## config.mk

```make
export PLATFORM = sky130hd
export DESIGN_NAME = game_stats_bcd
export DESIGN_NICKNAME = d
export VERILOG_FILES = /design/src/rtl/game_stats_bcd.sv
export SDC_FILE = /design/constraint.sdc
export NUM_CORES = 1
export LEC_CHECK = 0
export CAP_MARGIN = 20
export CORE_ASPECT_RATIO = 1.1
export CORE_UTILIZATION = 45
export CTS_BUF_LIST = sky130_fd_sc_hd__clkbuf_4
export DETAILED_ROUTE_END_ITERATION = 16
export HOLD_SLACK_MARGIN = 0.1
export PLACE_DENSITY = 0.72
export RECOVER_POWER = 25
export SLEW_MARGIN = 10
export SYNTH_ARGS = -nofsm -noshare
export SYNTH_HDL_FRONTEND = slang
export SYNTH_SLANG_ARGS = --single-unit
```

## constraint.sdc

```tcl
create_clock -name clk_i -period 10.1 [get_ports clk_i]
set_clock_uncertainty 0.15 [all_clocks]
set_input_delay 2.02 -clock clk_i [delete_from_list [all_inputs] [get_ports clk_i]]
set_output_delay 2.02 -clock clk_i [all_outputs]
set_load 0.05 [all_outputs]
```

## src/rtl/game_stats_bcd.sv

```systemverilog
// Keeps SCORE/LINES/LEVEL as packed BCD digits for the status-text renderer.
// Latency: lines/level 2 cycles after accept; score 2 + NUMBER_LEN*(level+1) cycles.
// Backpressure: clr_ready_o drops for the whole operation; an event is taken only when idle.
module game_stats_bcd #(
  parameter int NUMBER_LEN      = 6,
  parameter int LINES_PER_LEVEL = 10,
  parameter int MAX_LEVEL       = 29
) (
  input  logic                        clk_i,
  input  logic                        rst_n_i,
  input  logic                        new_game_i,
  input  logic                        clr_valid_i,
  input  logic [2:0]                  clr_lines_i,
  output logic                        clr_ready_o,
  output logic                        done_o,
  output logic [NUMBER_LEN-1:0][3:0]  score_o,
  output logic [NUMBER_LEN-1:0][3:0]  lines_o,
  output logic [NUMBER_LEN-1:0][3:0]  level_o
);

  localparam int LW = $clog2(MAX_LEVEL + 1);
  localparam int IW = $clog2(MAX_LEVEL + 2);
  localparam int DW = $clog2(NUMBER_LEN);
  localparam int CW = 5;

  typedef logic [NUMBER_LEN-1:0][3:0] bcd_t;
  typedef enum logic [1:0] {IDLE, LINES, SCORE} state_t;

  localparam bcd_t ALL_NINES = {NUMBER_LEN{4'h9}};

  // Adds a small binary value (0..9) to a BCD number; MSB of the result is the carry out.
  function automatic logic [NUMBER_LEN*4:0] bcd_add_small(input bcd_t a, input logic [3:0] v);
    bcd_t       r;
    logic [4:0] s;
    logic [3:0] c;
    c = v;
    r = '0;
    for (int i = 0; i < NUMBER_LEN; i++) begin
      s = {1'b0, a[i]} + {1'b0, c};
      if (s > 5'd9) begin
        r[i] = 4'(s - 5'd10);
        c    = 4'd1;
      end else begin
        r[i] = s[3:0];
        c    = 4'd0;
      end
    end
    return {c[0], r};
  endfunction

  // Base award per cleared-line count, as BCD digits: 0/40/100/300/1200.
  function automatic bcd_t base_award(input logic [2:0] n);
    bcd_t r;
    r = '0;
    case (n)
      3'd1:    r[1] = 4'd4;
      3'd2:    r[2] = 4'd1;
      3'd3:    r[2] = 4'd3;
      3'd4:    begin r[3] = 4'd1; r[2] = 4'd2; end
      default: r = '0;
    endcase
    return r;
  endfunction

  state_t          state;
  logic [2:0]      n_q;
  bcd_t            b_q;
  logic [IW-1:0]   m_q;
  logic [IW-1:0]   iter;
  logic [DW-1:0]   dig;
  bcd_t            acc;
  logic            carry;
  logic            sat;
  logic [LW-1:0]   level_bin;
  logic [CW-1:0]   lvl_cnt;

  logic [2:0]              n_clamp;
  logic [NUMBER_LEN*4:0]   lines_sum;
  bcd_t                    level_inc;
  logic [CW-1:0]           lvl_sum;
  logic [4:0]              dsum;
  logic                    dcarry;
  bcd_t                    acc_next;

  // Clamp input, precompute counter updates and one digit of the serial score add.
  always_comb begin
    n_clamp   = (clr_lines_i > 3'd4) ? 3'd4 : clr_lines_i;
    lines_sum = bcd_add_small(lines_o, {1'b0, n_q});
    level_inc = bcd_t'(bcd_add_small(level_o, 4'd1));
    lvl_sum   = lvl_cnt + CW'(n_q);
    // carry restarts at digit 0 of every iteration
    dsum      = {1'b0, acc[dig]} + {1'b0, b_q[dig]} + {4'd0, (dig != '0) & carry};
    dcarry    = 1'b0;
    acc_next  = acc;
    if (dsum > 5'd9) begin
      acc_next[dig] = 4'(dsum - 5'd10);
      dcarry        = 1'b1;
    end else begin
      acc_next[dig] = dsum[3:0];
    end
  end

  // Control FSM and all counter/output registers; new_game_i behaves like reset.
  always_ff @(posedge clk_i) begin
    if (!rst_n_i || new_game_i) begin
      state       <= IDLE;
      n_q         <= '0;
      b_q         <= '0;
      m_q         <= '0;
      iter        <= '0;
      dig         <= '0;
      acc         <= '0;
      carry       <= 1'b0;
      sat         <= 1'b0;
      level_bin   <= '0;
      lvl_cnt     <= '0;
      score_o     <= '0;
      lines_o     <= '0;
      level_o     <= '0;
      done_o      <= 1'b0;
      clr_ready_o <= 1'b1;
    end else begin
      done_o <= 1'b0;
      case (state)
        IDLE: begin
          clr_ready_o <= 1'b1;
          if (clr_valid_i && clr_ready_o) begin
            n_q         <= n_clamp;
            b_q         <= base_award(n_clamp);
            m_q         <= IW'(level_bin) + IW'(1);
            acc         <= score_o;
            clr_ready_o <= 1'b0;
            state       <= LINES;
          end
        end
        LINES: begin
          lines_o <= lines_sum[NUMBER_LEN*4] ? ALL_NINES : bcd_t'(lines_sum);
          if (lvl_sum >= CW'(LINES_PER_LEVEL)) begin
            lvl_cnt <= lvl_sum - CW'(LINES_PER_LEVEL);
            if (level_bin < LW'(MAX_LEVEL)) begin
              level_bin <= level_bin + LW'(1);
              level_o   <= level_inc;
            end
          end else begin
            lvl_cnt <= lvl_sum;
          end
          iter  <= '0;
          dig   <= '0;
          carry <= 1'b0;
          sat   <= 1'b0;
          if (n_q == 3'd0) begin
            done_o      <= 1'b1;
            clr_ready_o <= 1'b1;
            state       <= IDLE;
          end else begin
            state <= SCORE;
          end
        end
        SCORE: begin
          acc   <= acc_next;
          carry <= dcarry;
          if (dig == DW'(NUMBER_LEN - 1)) begin
            sat <= sat | dcarry;
            dig <= '0;
            if (iter == m_q - IW'(1)) begin
              score_o     <= (sat | dcarry) ? ALL_NINES : acc_next;
              done_o      <= 1'b1;
              clr_ready_o <= 1'b1;
              state       <= IDLE;
            end else begin
              iter <= iter + IW'(1);
            end
          end else begin
            dig <= dig + DW'(1);
          end
        end
        default: state <= IDLE;
      endcase
    end
  end

endmodule
```

==> metrics.txt, run 1 <==
# TYPE chip_impl_metric gauge
chip_impl_metric{name="hold_slack",unit="ns"} 0.325
chip_impl_metric{name="number_of_global_route_vias_before_repair",unit=""} 7336
chip_impl_metric{name="floorplan.initialDensity",unit="%"} 46.1
chip_impl_metric{name="power_frac_comb",unit="%"} 7.3
chip_impl_info{name="timing.hold.worst.class",value="flop to flop"} 1
chip_impl_metric{name="setup_viol_count_final",unit=""} 0
chip_impl_metric{name="vias_per_cell",unit=""} 5.83
chip_impl_metric{name="grt_pass1_wl",unit="um"} 35300
chip_impl_metric{name="power",unit="mW"} 0.969
chip_impl_metric{name="drv.max_cap_violation_count",unit=""} 1
chip_impl_metric{name="die_w",unit="um"} 133
chip_impl_metric{name="grt_antenna_before_repair",unit=""} 1
chip_impl_metric{name="placementRows",unit=""} 52
chip_impl_metric{name="globalRouteTotalUtil",unit="%"} 22.2
chip_impl_metric{name="netlist_instances",unit=""} 1055
chip_impl_metric{name="post-route-period-util",unit="%"} 96.6
chip_impl_info{name="start_kind",value="flop"} 1
chip_impl_metric{name="synthesis.nets",unit=""} 1117
chip_impl_metric{name="synth-seq-area-share",unit="%"} 31.0
chip_impl_metric{name="power_density",unit="nW/um2"} 97.6
chip_impl_info{name="criticalPathCategory",value="flop to flop"} 1
chip_impl_metric{name="crit_required",unit="ns"} 10.44
chip_impl_metric{name="power.internal",unit="mW"} 0.723
chip_impl_metric{name="fmaxAchievable",unit="MHz"} 103
chip_impl_metric{name="yosys_register_bits",unit=""} 132
chip_impl_metric{name="place.gp.congestion",unit=""} 0.888
chip_impl_info{name="clk_root_buffer_cell",value="sky130_fd_sc_hd__clkbuf_4"} 1
chip_impl_metric{name="grt_ovf",unit=""} 0
chip_impl_metric{name="ir_drop",unit="V"} 0.0000658
chip_impl_metric{name="drt_first_pass_iters",unit=""} 5
chip_impl_metric{name="port_buffers",unit=""} 80
chip_impl_metric{name="seq_power_share",unit="%"} 54.8
chip_impl_metric{name="yosysWarningCount",unit=""} 0
chip_impl_metric{name="power.net_switching",unit="mW"} 0.245
chip_impl_info{name="status",value="finished, violations left"} 1
chip_impl_info{name="end_kind",value="flop"} 1
chip_impl_metric{name="hold_viol",unit=""} 0
chip_impl_metric{name="cts-htree-levels",unit=""} 4
chip_impl_metric{name="drt_first_iter_violations",unit=""} 496
chip_impl_metric{name="crit_path_max_fanout",unit=""} 6
chip_impl_metric{name="drc_violations_left",unit=""} 0
chip_impl_metric{name="post_detailed_placement_cell_area",unit="um2"} 9510
chip_impl_metric{name="nNetsFinal",unit=""} 1171
chip_impl_metric{name="io_pins",unit=""} 81
chip_impl_metric{name="syn_area_per_cell",unit="um2"} 8.08
chip_impl_metric{name="wirelength",unit="um"} 21900
chip_impl_info{name="violations",value="capacitance limit, slew limit"} 1
chip_impl_metric{name="maxSlewHeadroom",unit="%"} -91.7
chip_impl_metric{name="grt_start_max_net_pins",unit=""} 63
chip_impl_metric{name="dr_total_vias",unit=""} 7943
chip_impl_info{name="cts_tree",value="built"} 1
chip_impl_metric{name="power.share.clock",unit="%"} 37.9
chip_impl_info{name="critical-path-slowest-cell",value="sky130_fd_sc_hd__or3b_2"} 1
chip_impl_metric{name="insertion_delay",unit="ns"} 0.56
chip_impl_metric{name="edff_count_synth",unit=""} 0
chip_impl_info{name="cp_dominant_cell_by_count",value="sky130_fd_sc_hd__ha_2"} 1
chip_impl_metric{name="worst_slew_pin_slew",unit="ns"} 2.88
chip_impl_metric{name="clock_path_buffers",unit=""} 2
chip_impl_metric{name="syn_to_final_growth",unit="%"} 16.4
chip_impl_metric{name="synth_area",unit="um2"} 8530
chip_impl_metric{name="stdcell_area",unit="um2"} 9930
chip_impl_metric{name="fp.dieArea",unit="um2"} 19500
chip_impl_metric{name="synth_async_reset_ratio",unit="%"} 0
chip_impl_metric{name="fp.dieH",unit="um"} 146
chip_impl_metric{name="placeableCoreArea",unit="um2"} 18500
chip_impl_metric{name="clkSlewWorstSetupHoldPaths",unit="ns"} 0.11
chip_impl_metric{name="numCtsBuffers",unit=""} 17
chip_impl_metric{name="slowest_delay",unit="ns"} 0.45
chip_impl_metric{name="wl_per_cell",unit="um"} 16.1
chip_impl_metric{name="cp.arrival",unit="ns"} 10.09
chip_impl_metric{name="slew_violations",unit=""} 63
chip_impl_metric{name="synthDistinctLibCells",unit=""} 75
chip_impl_metric{name="p_leak",unit="nW"} 3.68
chip_impl_metric{name="switching_share",unit="%"} 25.3
chip_impl_metric{name="clkSinkCount",unit=""} 132
chip_impl_info{name="ys_dominant_reg_cell",value="sky130_fd_sc_hd__dfxtp_1"} 1
chip_impl_metric{name="place_hpwl",unit="um"} 14600
chip_impl_metric{name="final_layout_size_suffix_gt1_share",unit="%"} 10.3
chip_impl_metric{name="timing.final.crit_period",unit="ns"} 9.75
chip_impl_metric{name="antenna_left",unit=""} 0
==> cells in the final DEF (no fill, tap or decap), types with 33 or more instances in the layout <==
cell                              count
sky130_fd_sc_hd__xnor2_1             33
sky130_fd_sc_hd__ha_1                39
sky130_fd_sc_hd__a21oi_1            120
sky130_fd_sc_hd__inv_1               51
sky130_fd_sc_hd__dfxtp_1            130
sky130_fd_sc_hd__nor2_1              83
sky130_fd_sc_hd__nand3_1             37
sky130_fd_sc_hd__nand2_1             75
sky130_fd_sc_hd__o21ai_0             66
sky130_fd_sc_hd__clkdlybuf4s50_1     67
==> cells in the mapped netlist, types with 10 or more instances <==
master | instances | area share, %
sky130_fd_sc_hd__dfxtp_1 | 132 | 31
sky130_fd_sc_hd__nor2b_1 | 14 | 1.0
sky130_fd_sc_hd__o211ai_1 | 10 | 0.88
sky130_fd_sc_hd__inv_1 | 51 | 2.2
sky130_fd_sc_hd__or3_1 | 11 | 0.81
sky130_fd_sc_hd__ha_1 | 51 | 7.5
sky130_fd_sc_hd__nand3_1 | 37 | 2.2
sky130_fd_sc_hd__mux2i_1 | 27 | 3.2
sky130_fd_sc_hd__a21oi_1 | 120 | 7.0
sky130_fd_sc_hd__nand2_1 | 75 | 3.3
sky130_fd_sc_hd__nand2b_1 | 26 | 1.9
sky130_fd_sc_hd__xnor2_1 | 34 | 3.5
sky130_fd_sc_hd__a211oi_1 | 22 | 1.9
sky130_fd_sc_hd__clkbuf_1 | 51 | 2.2
sky130_fd_sc_hd__or2_2 | 10 | 0.73
sky130_fd_sc_hd__a22o_1 | 12 | 1.2
sky130_fd_sc_hd__o22ai_1 | 15 | 1.1
sky130_fd_sc_hd__a31oi_1 | 13 | 0.95
sky130_fd_sc_hd__nor2_1 | 83 | 3.7
sky130_fd_sc_hd__nand3b_1 | 10 | 0.88
sky130_fd_sc_hd__a21o_1 | 14 | 1.2
sky130_fd_sc_hd__o21ai_0 | 68 | 4.0
==> power groups by stage <==
stage	clock network, mW	registers, mW	logic (mW)
2_1_floorplan	0	0.546	0.0455
3_3_place_gp	0	0.543	0.0693
3_5_place_dp	0	0.543	0.0705
4_1_cts	0.377	0.531	0.0707
5_1_grt	0.400	0.531	0.0765
6_report	0.368	0.530	0.0706
==> kinds of logic (layout without fill, tap and decap cells) <==
group / after synthesis / count (layout) / synth area share (%)
compound gates: 351 / 351 / 26.6
simple gates: 316 / 316 / 19.0
flops: 132 / 132 / 31.0
buf+inv: 120 / 183 / 5.56
fa+ha+maj: 55 / 55 / 8.42
xor+xnor: 44 / 44 / 4.61
mux: 37 / 37 / 4.89
other cells: 0 / 1 / 0
==> registers in the layout (all words and copies together) (netlist names) <==
| register | count |
|---|---|
| acc | 24 |
| level_o | 24 |
| lines_o | 24 |
| score_o | 24 |
| iter | 5 |
| level_bin | 5 |
| lvl_cnt | 5 |
| m_q | 5 |
| b_q | 4 |
| dig | 3 |
| n_q | 3 |
| state | 2 |
| carry | 1 |
| clr_ready_o | 1 |
| done_o | 1 |
| sat | 1 |
==> worst max-delay path: cells and delay by family, from the launching register on <==
| family | cells | cell delay (ns) |
|---|---|---|
| xor gates and xnor gates | 2 | 0.32 |
| adders and majority gates | 14 | 2.88 |
| AOI/OAI and AO/OA | 13 | 2.71 |
| DFF | 1 | 0.38 |
| and+or+nand+nor | 14 | 3.20 |
==> through the flow <==
stage                     util, %  worst slack [ns]  cells  TNS [ns]
final                        53.7             0.347   1362         0
after global routing         53.7           -0.0277   1362   -0.0343
after CTS                    53.2            0.0177   1359         0
after detailed placement     51.5            -0.188   1329    -0.439
after global placement       51.5             0.107   1329         0
after floorplan                 -             0.195   1055         0
==> area by class of cell <==
cell class | instances | area [um2]
tap | 243 | 304
fill | 1789 | 8550
multi-input combinational | 803 | 5540
timing repair buffer | 102 | 962
antenna | 1 | 2.50
sequential | 132 | 2650
inverter | 53 | 199
clock buffer | 21 | 158
clock inverter | 7 | 110
==> timing repair <==
item | 4_1_cts | 5_1_grt
hold buffers | 0 | 0
setup endpoints to repair | 3 | 3
resized for setup | 7 | 20
buffers inserted | 2 | 2
pin swaps | 1 | 5
==> routing by layer <==
metal | GRT usage (%) | part of all wire [%] | vias to the layer above
met3 | 3.44 | 4.6 | 32
met4 | 9.15 | 1.9 | 0
met1 | 27.5 | 46 | 3768
li1 | - | - | 3937
met5 | 0 | 0 | -
met2 | 38.1 | 48 | 206
==> final timing paths <==
| path | startpoint | slack (ns) | depth (start not counted) | to |
|---|---|---|---|---|
| hold / removal | b_q[8]$_SDFFE_PP0P_ | 0.32 | 2 | b_q[8]$_SDFFE_PP0P_ |
| setup reg to reg | level_o[0]$_SDFFE_PP0P_ | 0.35 | 43 | level_o[23]$_SDFFE_PP0P_ |
| hold reg to reg | b_q[8]$_SDFFE_PP0P_ | 0.32 | 2 | b_q[8]$_SDFFE_PP0P_ |
| setup / recovery | level_o[0]$_SDFFE_PP0P_ | 0.35 | 43 | level_o[23]$_SDFFE_PP0P_ |
No activity file was read; power rests on OpenSTA's default activity.
==> inputs of run 2 (changes only) <==
- GPL_ROUTABILITY_DRIVEN: not set -> 0
==> results of run 2 <==
Same layout as run 1: the final DEF is identical, and so are final timing and power.
==> inputs of run 3 (changes only) <==
- CTS_CLUSTER_SIZE: not set -> 20
==> results of run 3 <==
Same layout as run 1: the final DEF is identical, and so are final timing and power.
